--- src/rtl/fetch_pkg.sv ---
// Shared types and constants for the instruction fetch stage.
package fetch_pkg;

    localparam int INSTR_W = 32;
    localparam int ADDR_W = 32;
    localparam logic [ADDR_W-1:0] PC_STEP = 32'd4;

    typedef enum logic {
        BOOT,
        RUN
    } state_e;

    typedef struct packed {
        logic [ADDR_W-1:0]  pc;
        logic [INSTR_W-1:0] instr;
    } entry_t;

endpackage

--- src/rtl/fetch_fifo.sv ---
// Synchronous FIFO of {pc, instr} entries between fetch and decode.
module fetch_fifo
    import fetch_pkg::*;
#(
    parameter int DEPTH = 2
) (
    input  logic   clk,
    input  logic   rst,
    input  logic   push,
    input  logic   pop,
    input  logic   flush,
    input  entry_t tail,
    output logic   full,
    output logic   empty,
    output entry_t head
);

    localparam int AW = $clog2(DEPTH);
    localparam logic [AW:0] ONE = 1;

    logic [AW:0] wr_q, wr_d;
    logic [AW:0] rd_q, rd_d;
    entry_t      mem_q [DEPTH];
    logic        do_push;
    logic        do_pop;

    // Extra wrap bit distinguishes full from empty when indices match.
    assign empty = (wr_q == rd_q);
    assign full  = (wr_q[AW] != rd_q[AW]) &&
                   (wr_q[AW-1:0] == rd_q[AW-1:0]);
    assign head  = mem_q[rd_q[AW-1:0]];

    assign do_push = push & ~flush;
    assign do_pop  = pop & ~empty & ~flush;

    always_comb begin
        wr_d = wr_q;
        rd_d = rd_q;
        if (flush) begin
            wr_d = '0;
            rd_d = '0;
        end else begin
            if (do_push) wr_d = wr_q + ONE;
            if (do_pop)  rd_d = rd_q + ONE;
        end
    end

    always_ff @(posedge clk or posedge rst) begin
        if (rst) begin
            wr_q <= '0;
            rd_q <= '0;
        end else begin
            wr_q <= wr_d;
            rd_q <= rd_d;
        end
    end

    always_ff @(posedge clk) begin
        if (do_push) mem_q[wr_q[AW-1:0]] <= tail;
    end

endmodule

--- src/rtl/fetch_unit.sv ---
// Fetch stage: PC register, boot FSM, stall counter and redirect priority.
module fetch_unit
    import fetch_pkg::*;
#(
    parameter logic [ADDR_W-1:0] RESET_PC = 32'h0000_0000,
    parameter int                DEPTH    = 2
) (
    input  logic               clk,
    input  logic               rst,
    input  logic               fetch_en,
    output logic [ADDR_W-1:0]  imem_addr,
    input  logic [INSTR_W-1:0] imem_data,
    input  logic               redirect_valid,
    input  logic [ADDR_W-1:0]  redirect_pc,
    output logic               out_valid,
    input  logic               out_ready,
    output logic [INSTR_W-1:0] out_instr,
    output logic [ADDR_W-1:0]  out_pc,
    output logic [15:0]        stall_cycles
);

    state_e            state_q, state_d;
    logic [ADDR_W-1:0] pc_q, pc_d;
    logic [15:0]       stall_q, stall_d;

    logic   full;
    logic   empty;
    entry_t head;
    entry_t tail;
    logic   run;
    logic   pop;
    logic   fetch;
    logic   stall_inc;

    assign run       = (state_q == RUN);
    assign out_valid = ~empty;
    assign pop       = out_valid & out_ready;
    assign fetch     = run & fetch_en & ~redirect_valid & (~full | pop);
    assign stall_inc = run & fetch_en & ~redirect_valid & full & ~pop;

    assign tail         = '{pc: pc_q, instr: imem_data};
    assign imem_addr    = pc_q;
    assign stall_cycles = stall_q;
    assign out_instr    = out_valid ? head.instr : '0;
    assign out_pc       = out_valid ? head.pc : '0;

    // BOOT lasts exactly one clock so instruction memory can settle.
    always_comb begin
        state_d = RUN;
        pc_d    = pc_q;
        stall_d = stall_q;
        if (redirect_valid) begin
            pc_d = {redirect_pc[ADDR_W-1:2], 2'b00};
        end else if (fetch) begin
            pc_d = pc_q + PC_STEP;
        end
        if (stall_inc && stall_q != 16'hFFFF) begin
            stall_d = stall_q + 16'd1;
        end
    end

    always_ff @(posedge clk or posedge rst) begin
        if (rst) begin
            state_q <= BOOT;
            pc_q    <= RESET_PC;
            stall_q <= '0;
        end else begin
            state_q <= state_d;
            pc_q    <= pc_d;
            stall_q <= stall_d;
        end
    end

    fetch_fifo #(
        .DEPTH(DEPTH)
    ) u_fifo (
        .clk  (clk),
        .rst  (rst),
        .push (fetch),
        .pop  (pop),
        .flush(redirect_valid),
        .tail (tail),
        .full (full),
        .empty(empty),
        .head (head)
    );

endmodule

--- config.mk ---
export PLATFORM = sky130hd
export DESIGN_NAME = fetch_unit
export DESIGN_NICKNAME = d
export VERILOG_FILES = /design/src/rtl/fetch_pkg.sv /design/src/rtl/fetch_fifo.sv /design/src/rtl/fetch_unit.sv
export SDC_FILE = /design/constraint.sdc
export NUM_CORES = 1
export LEC_CHECK = 0
export ABC_AREA = 1
export CAP_MARGIN = 10
export CORE_MARGIN = 2
export CORE_UTILIZATION = 55
export DETAILED_ROUTE_END_ITERATION = 10
export GPL_TIMING_DRIVEN = 0
export HOLD_SLACK_MARGIN = 0.02
export PLACE_DENSITY = 0.85
export SLEW_MARGIN = 0
export SYNTH_ARGS = -nofsm -noshare
export SYNTH_HDL_FRONTEND = slang
export SYNTH_HIERARCHICAL = 1
export SYNTH_SLANG_ARGS = --single-unit
--- constraint.sdc ---
create_clock -name clk -period 15.92 [get_ports clk]
set_clock_uncertainty 0.05 [all_clocks]
set_input_delay 2.388 -clock clk [delete_from_list [all_inputs] [get_ports clk]]
set_output_delay 2.388 -clock clk [all_outputs]
set_load 0.02 [all_outputs]
# Word-level counts from Yosys, hierarchy flattened
# Memory sizes are Yosys's and may differ from the RTL's.
# Index checks and enable logic that the tools add are counted.
[word_totals] ff_bits=53 mem_bits_rw=128 elab_cells=43 output_inout_bits=113 mem_count=1
[classes] addsub=4 reduce_logical=5 bitwise_logic=14 mux=10 eq_ne=4
[mem_list] name="u_fifo.mem_q" words=2 word_bits=64 rd=1 rd_ports_with_merged_regs=0 write_ports=1 line_no="fetch_fifo.sv:23" source="entry_t mem_q [DEPTH];"
[op_table] op="32-bit two-way mux" n=4
[op_table] op="32-bit by 3-bit adder with 32-bit output (second input constant)" n=1
[op_table] op="16-bit by 1-bit adder with 16-bit output (second input constant)" n=1
[op_table] op="16-bit inequality test (second input constant)" n=1
[op_table] op="1-bit AND" n=9
[op_table] op="2-bit two-way mux" n=4
[op_table] op="2-bit nonzero test" n=3
[op_table] op="2-bit by 1-bit adder with 2-bit output (second input constant)" n=2
[op_table] op="1-bit NOT" n=4
[op_table] op="2-bit equality test" n=1
[op_table] op="1-bit logical AND" n=2
[op_table] op="1-bit two-way mux" n=2
[op_table] op="1-bit equality test" n=1
[op_table] op="1-bit inequality test" n=1
[op_table] op="1-bit bitwise OR" n=1

# Longest topological paths before layout
[logic_depth] ltp_word=8 mapped_depth=14 depth_no_buf=13

# Modules after synthesis
# The synthesis kept the hierarchy.
[modules_own_cells] module="fetch_fifo" seq_area_each_um2=3943.8 instances=1 area_per_inst_um2=4928.5 cells_per_inst=373
[modules_own_cells] module="fetch_unit" seq_area_each_um2=1176.1 instances=1 area_per_inst_um2=3661.0 cells_per_inst=627

# Worst setup path before layout
# Ideal clock, no wire load.
[synth_timing] path_kind="in2reg" start="input out_ready" end="memory u_fifo/mem_q[0][0] (netlist name) (enable)" arrival_ns=7.502 setup_time_ns=0.569 slack_ns=7.799 path_stages=7 path_cell_list="inv_1 -> o21ai_1 -> nand2_1 -> inv_2 -> buf_2 -> inv_1 -> nor3_1"
[synth_via] elab_chain_cells=6
[synth_lines] element="start: declaration" line_no="fetch_unit.sv:16" source="input logic out_ready,"
[synth_lines] element="1-bit AND" line_no="fetch_unit.sv:37" source="assign pop = out_valid & out_ready;"
[synth_lines] element="1-bit bitwise OR" line_no="fetch_unit.sv:38" source="assign fetch = run & fetch_en & ~redirect_valid & (~full | pop);"
[synth_lines] element="1-bit AND" line_no="fetch_unit.sv:38"
[synth_lines] element="net fetch" line_no="fetch_unit.sv:32" source="logic fetch;"
[synth_lines] element="1-bit AND" line_no="fetch_fifo.sv:33" source="assign do_push = push & ~flush;"
[synth_lines] element="1-bit two-way mux" line_no="fetch_fifo.sv:59" source="if (do_push) mem_q[wr_q[AW-1:0]] <= tail;"
[synth_lines] element="1-bit two-way mux (implied by the code)" line_no="fetch_fifo.sv:59"
[synth_lines] element="end: declaration" line_no="fetch_fifo.sv:23"
# The timed path passes the listed nets, and every way through them passes these cells.

# Final worst setup path
[layout_timing] start="register u_fifo.rd_q[0]" end="output out_instr[30]"
[layout_via] elab_chain_cells=2 elab_cells_between_ends=3 cone_classes="eq/ne (1); mux (1); memory (1)"
[layout_lines] element="start: declaration" line_no="fetch_fifo.sv:22" source="logic [AW:0] rd_q, rd_d;"
[layout_lines] element="start signal: assignment" line_no="fetch_fifo.sv:54" source="rd_q <= rd_d;"
[layout_lines] element="2-bit equality test" line_no="fetch_fifo.sv:28" source="assign empty = (wr_q == rd_q);"
[layout_lines] element="net empty" line_no="fetch_unit.sv:27" source="logic empty;"
[layout_lines] element="32-bit two-way mux" line_no="fetch_unit.sv:44" source="assign out_instr = out_valid ? head.instr : '0;"
[layout_lines] element="end: declaration" line_no="fetch_unit.sv:17" source="output logic [INSTR_W-1:0] out_instr,"
# The timed path passes the listed nets, and every way through them passes these cells.

==> metrics.md <==
| Metric | Value |
|---|---|
| Area of the core | 15300 um^2 |
| Cell mode on critical path | nand2_1 |
| Dominant cell type by area after synthesis | edfxtp_1 |
| Worst path cell trace | inv_2 -> nand2_1 -> nand2_1 -> nand2_1 -> inv_1 -> clkbuf_1 -> buf_1 -> nor2_1 -> clkdlybuf4s50_1 |
| Diode count | 0 |
| Clock root buffer | clkbuf_16 |
| Endpoints failing hold | 0 |
| First-pass GRT wire length | 33.4 mm |
| Fin crit share | 34.6% |
| Main synth FF type | edfxtp_1 |
| GRT Residual Overflow | 0 |
| Antenna violations before repair | 0 |
| Asr flop ratio synth | 28.5% |
| Vias | 7184 |
| Status | finished clean |
| 1st-iter DRT viols | 539 |
| Pre-antenna DRT Iters | 7 |
| Routed WL per cell | 15.1 um |
| CP endpoint kind | primary output |
| CTS clock-pin slew for the worst setup and hold paths | 0.06 ns |
| # DRC | 0 |
| Vias in the first global route | 6718 |
| Insertion delay to the later sink of the worst-skew pair | 0.44 ns |
| Leak Pwr | 4.91 nW |
| Port Buffers | 177 |
| Max cap viols | 0 |
| Share of cells above drive strength 1 | 6.44% |
| Synth Instances | 1000 |
| Startpoint types | flop |
| Yosys warning total | 6 |
| Die width | 129 um |
| H-tree depth | 4 |
| Crit-path slowest cell | clkdlybuf4s50_1 |
| Most common cell after layout, fill and taps aside | nand2_1 |
| Gr usage total | 26.5% |
| Buf/Inv on CP | 5 |
| Buffer count from post-CTS setup fixing | 0 |
| Required @ worst endpoint | 13.48 ns |
| Area contributors post-synth | edfxtp_1 45%, nand2_1 18%, dfrtp_1 15% |
| VDD IR max | 0.0885 mV |
| R2r setup slk | 12.15 ns |
| Starting Density | 56.3% |
| Mean Syn Cell Area | 8.59 um^2 |
| WP data arrival | 3.07 ns |
| Post-synthesis sequential area ratio | 59.6% |
| Tmin final | 5.51 ns |
| Core Rows | 45 |
| DP Area | 10800 um^2 |
| Library cells used by synthesis | 33 |
| Total power | 0.00134 W |
| Mapped Area | 8590 um^2 |
| Die ar. | 16600 um^2 |
| Reg2reg path depth | 14 |
| Max frequency | 182 MHz |
| Power Density | 118 nW/um^2 |
| Post-synth EDFFs | 128 |
| Seq cells post-synth | 179 |
| Setup CP Type | flop to primary output |
| Hold depth | 2 |
| CTS tree | built |
| Multi-input gate area in the final layout | 2810 um^2 |
| Family with the most delay on the worst path | buffers and inverters |
| Hold Crit Class | flop to flop |
| Slew @ Worst Pin | 0.941 ns |
| Worst rel slew slack | 36.9% |
| Max Buffers Root-to-Sink | 2 |
| Die height | 129 um |
| Largest net degree at the start of global routing | 35 |
| Final HPWL DP | 15.5 mm |
| Area share of the largest cell type after synthesis | 44.7% |
| CP max FO | 10 |
| Number of fill cells | 1028 |
| Layout area overhead | 32.6% |
| Register area | 5120 um^2 |
| Unrepaired setup endpoints after global routing | no |
| Post-cts gate resize count | 0 |
| Setup TNS | 0 ns |
| Finished Cell Area | 11400 um^2 |
| Post-route ant nets | 0 |
| Pins Over Slew Limit | 0 |
| I/O Pins | 182 |
| Clk sinks | 179 |
| Final WL | 21.7 mm |
| Detailed-route vias per instance | 5.00 |
| Total CTS buffers | 17 |
| Global placer's final weighted congestion | 0.934 |
| Critical Path Stages | 9 |
| Post-CTS Hold Buffers | 0 |
| Commonest non-fill, non-tap cells in the layout | 412 x nand2_1, 177 x clkdlybuf4s50_1, 128 x edfxtp_1, 123 x nor2_1, 122 x inv_1 |
| Final setup vio count | 0 |
| Final net count | 1285 |
| Largest stage delay, worst path | 0.57 ns |
| Hold Slack | 0.489 ns |
[final cells by class]
class                   instances  area share [%]
plain buffers                  32            1.86
clock buffers                  17            3.73
clock inverters                14            1.36
inverters                     127            4.21
multi-input cells             667            24.6
flip-flops and latches        179            44.9
well taps                     211            2.32
repair buffers                190            16.9
[Yosys cell counts, types with 4 or more instances]
| cell type | instances |
|---|---|
| nand2_1 | 412 |
| buf_2 | 4 |
| dfrtp_1 | 51 |
| clkbuf_1 | 9 |
| nor2_1 | 123 |
| edfxtp_1 | 128 |
| inv_1 | 123 |
| xnor2_1 | 14 |
| o21bai_1 | 7 |
| o21ai_0 | 22 |
| buf_4 | 9 |
| nand3_1 | 56 |
| buf_6 | 7 |
[worst paths after layout]
kind	startpoint	to
max	u_fifo/rd_q[0]	out_instr[30]
min	stall_cycles[1]	stall_cycles[1]
max reg2reg	u_fifo/rd_q[0]	u_fifo/mem_q[0][10]
min reg2reg	stall_cycles[1]	stall_cycles[1]
max in group asynchronous	rst	stall_cycles[0]
min in group asynchronous	rst	u_fifo/wr_q[0]
[registers in the layout, summed over array words and instances (netlist names)]
signal	flops
u_fifo/mem_q	128
imem_addr	30
stall_cycles	16
u_fifo/rd_q	2
u_fifo/wr_q	2
run	1
[per-stage QoR]
step	util [%]	instances	setup WS (ns)
final	74.7	1437	10.41
after global routing	74.7	1437	10.24
after CTS	74.7	1437	10.35
after detailed placement	70.9	1406	10.25
after global placement	69.8	1393	4.56
after floorplan	-	1005	7.80
[power by group]
| part | switching (W) | internal [W] |
|---|---|---|
| registers | 0.0000279 | 0.000526 |
| clock network | 0.000183 | 0.000232 |
| logic | 0.000215 | 0.000161 |
| total | 0.000426 | 0.000919 |
[worst register-to-register path: stages (launching register included)]
cell     delay (ns)
dfrtp_1        0.46
inv_2          0.08
nand2_1        0.09
nand2_1        0.05
nand2_1        0.12
inv_1          0.14
o21ai_1        0.32
nand2_1        0.23
inv_2          0.22
buf_2          0.29
inv_1          0.14
nor3_2         0.73
buf_8          0.24
buf_6          0.17
buf_6          0.16
[kinds of logic after synthesis]
kind of cell,after synthesis,synth area share (%)
and+or+nand+nor,605,27.8
DFF,179,59.6
buffers and inverters,159,8.04
AOI/OAI and AO/OA,37,2.56
xor gates and xnor gates,16,1.63
adders and majority gates,2,0.291
other,2,0.0874
[metal layers]
metal	global-route usage, %	wire length, um	vias to the layer above	share of wire (%)
li1	-	-	3539	-
met1	30.9	8560	3350	39
met2	46.6	11100	252	51
met3	6.94	1500	43	6.9
met4	10.9	583	0	2.7
met5	0	0	-	0
No activity file was read; power rests on OpenSTA's default activity.
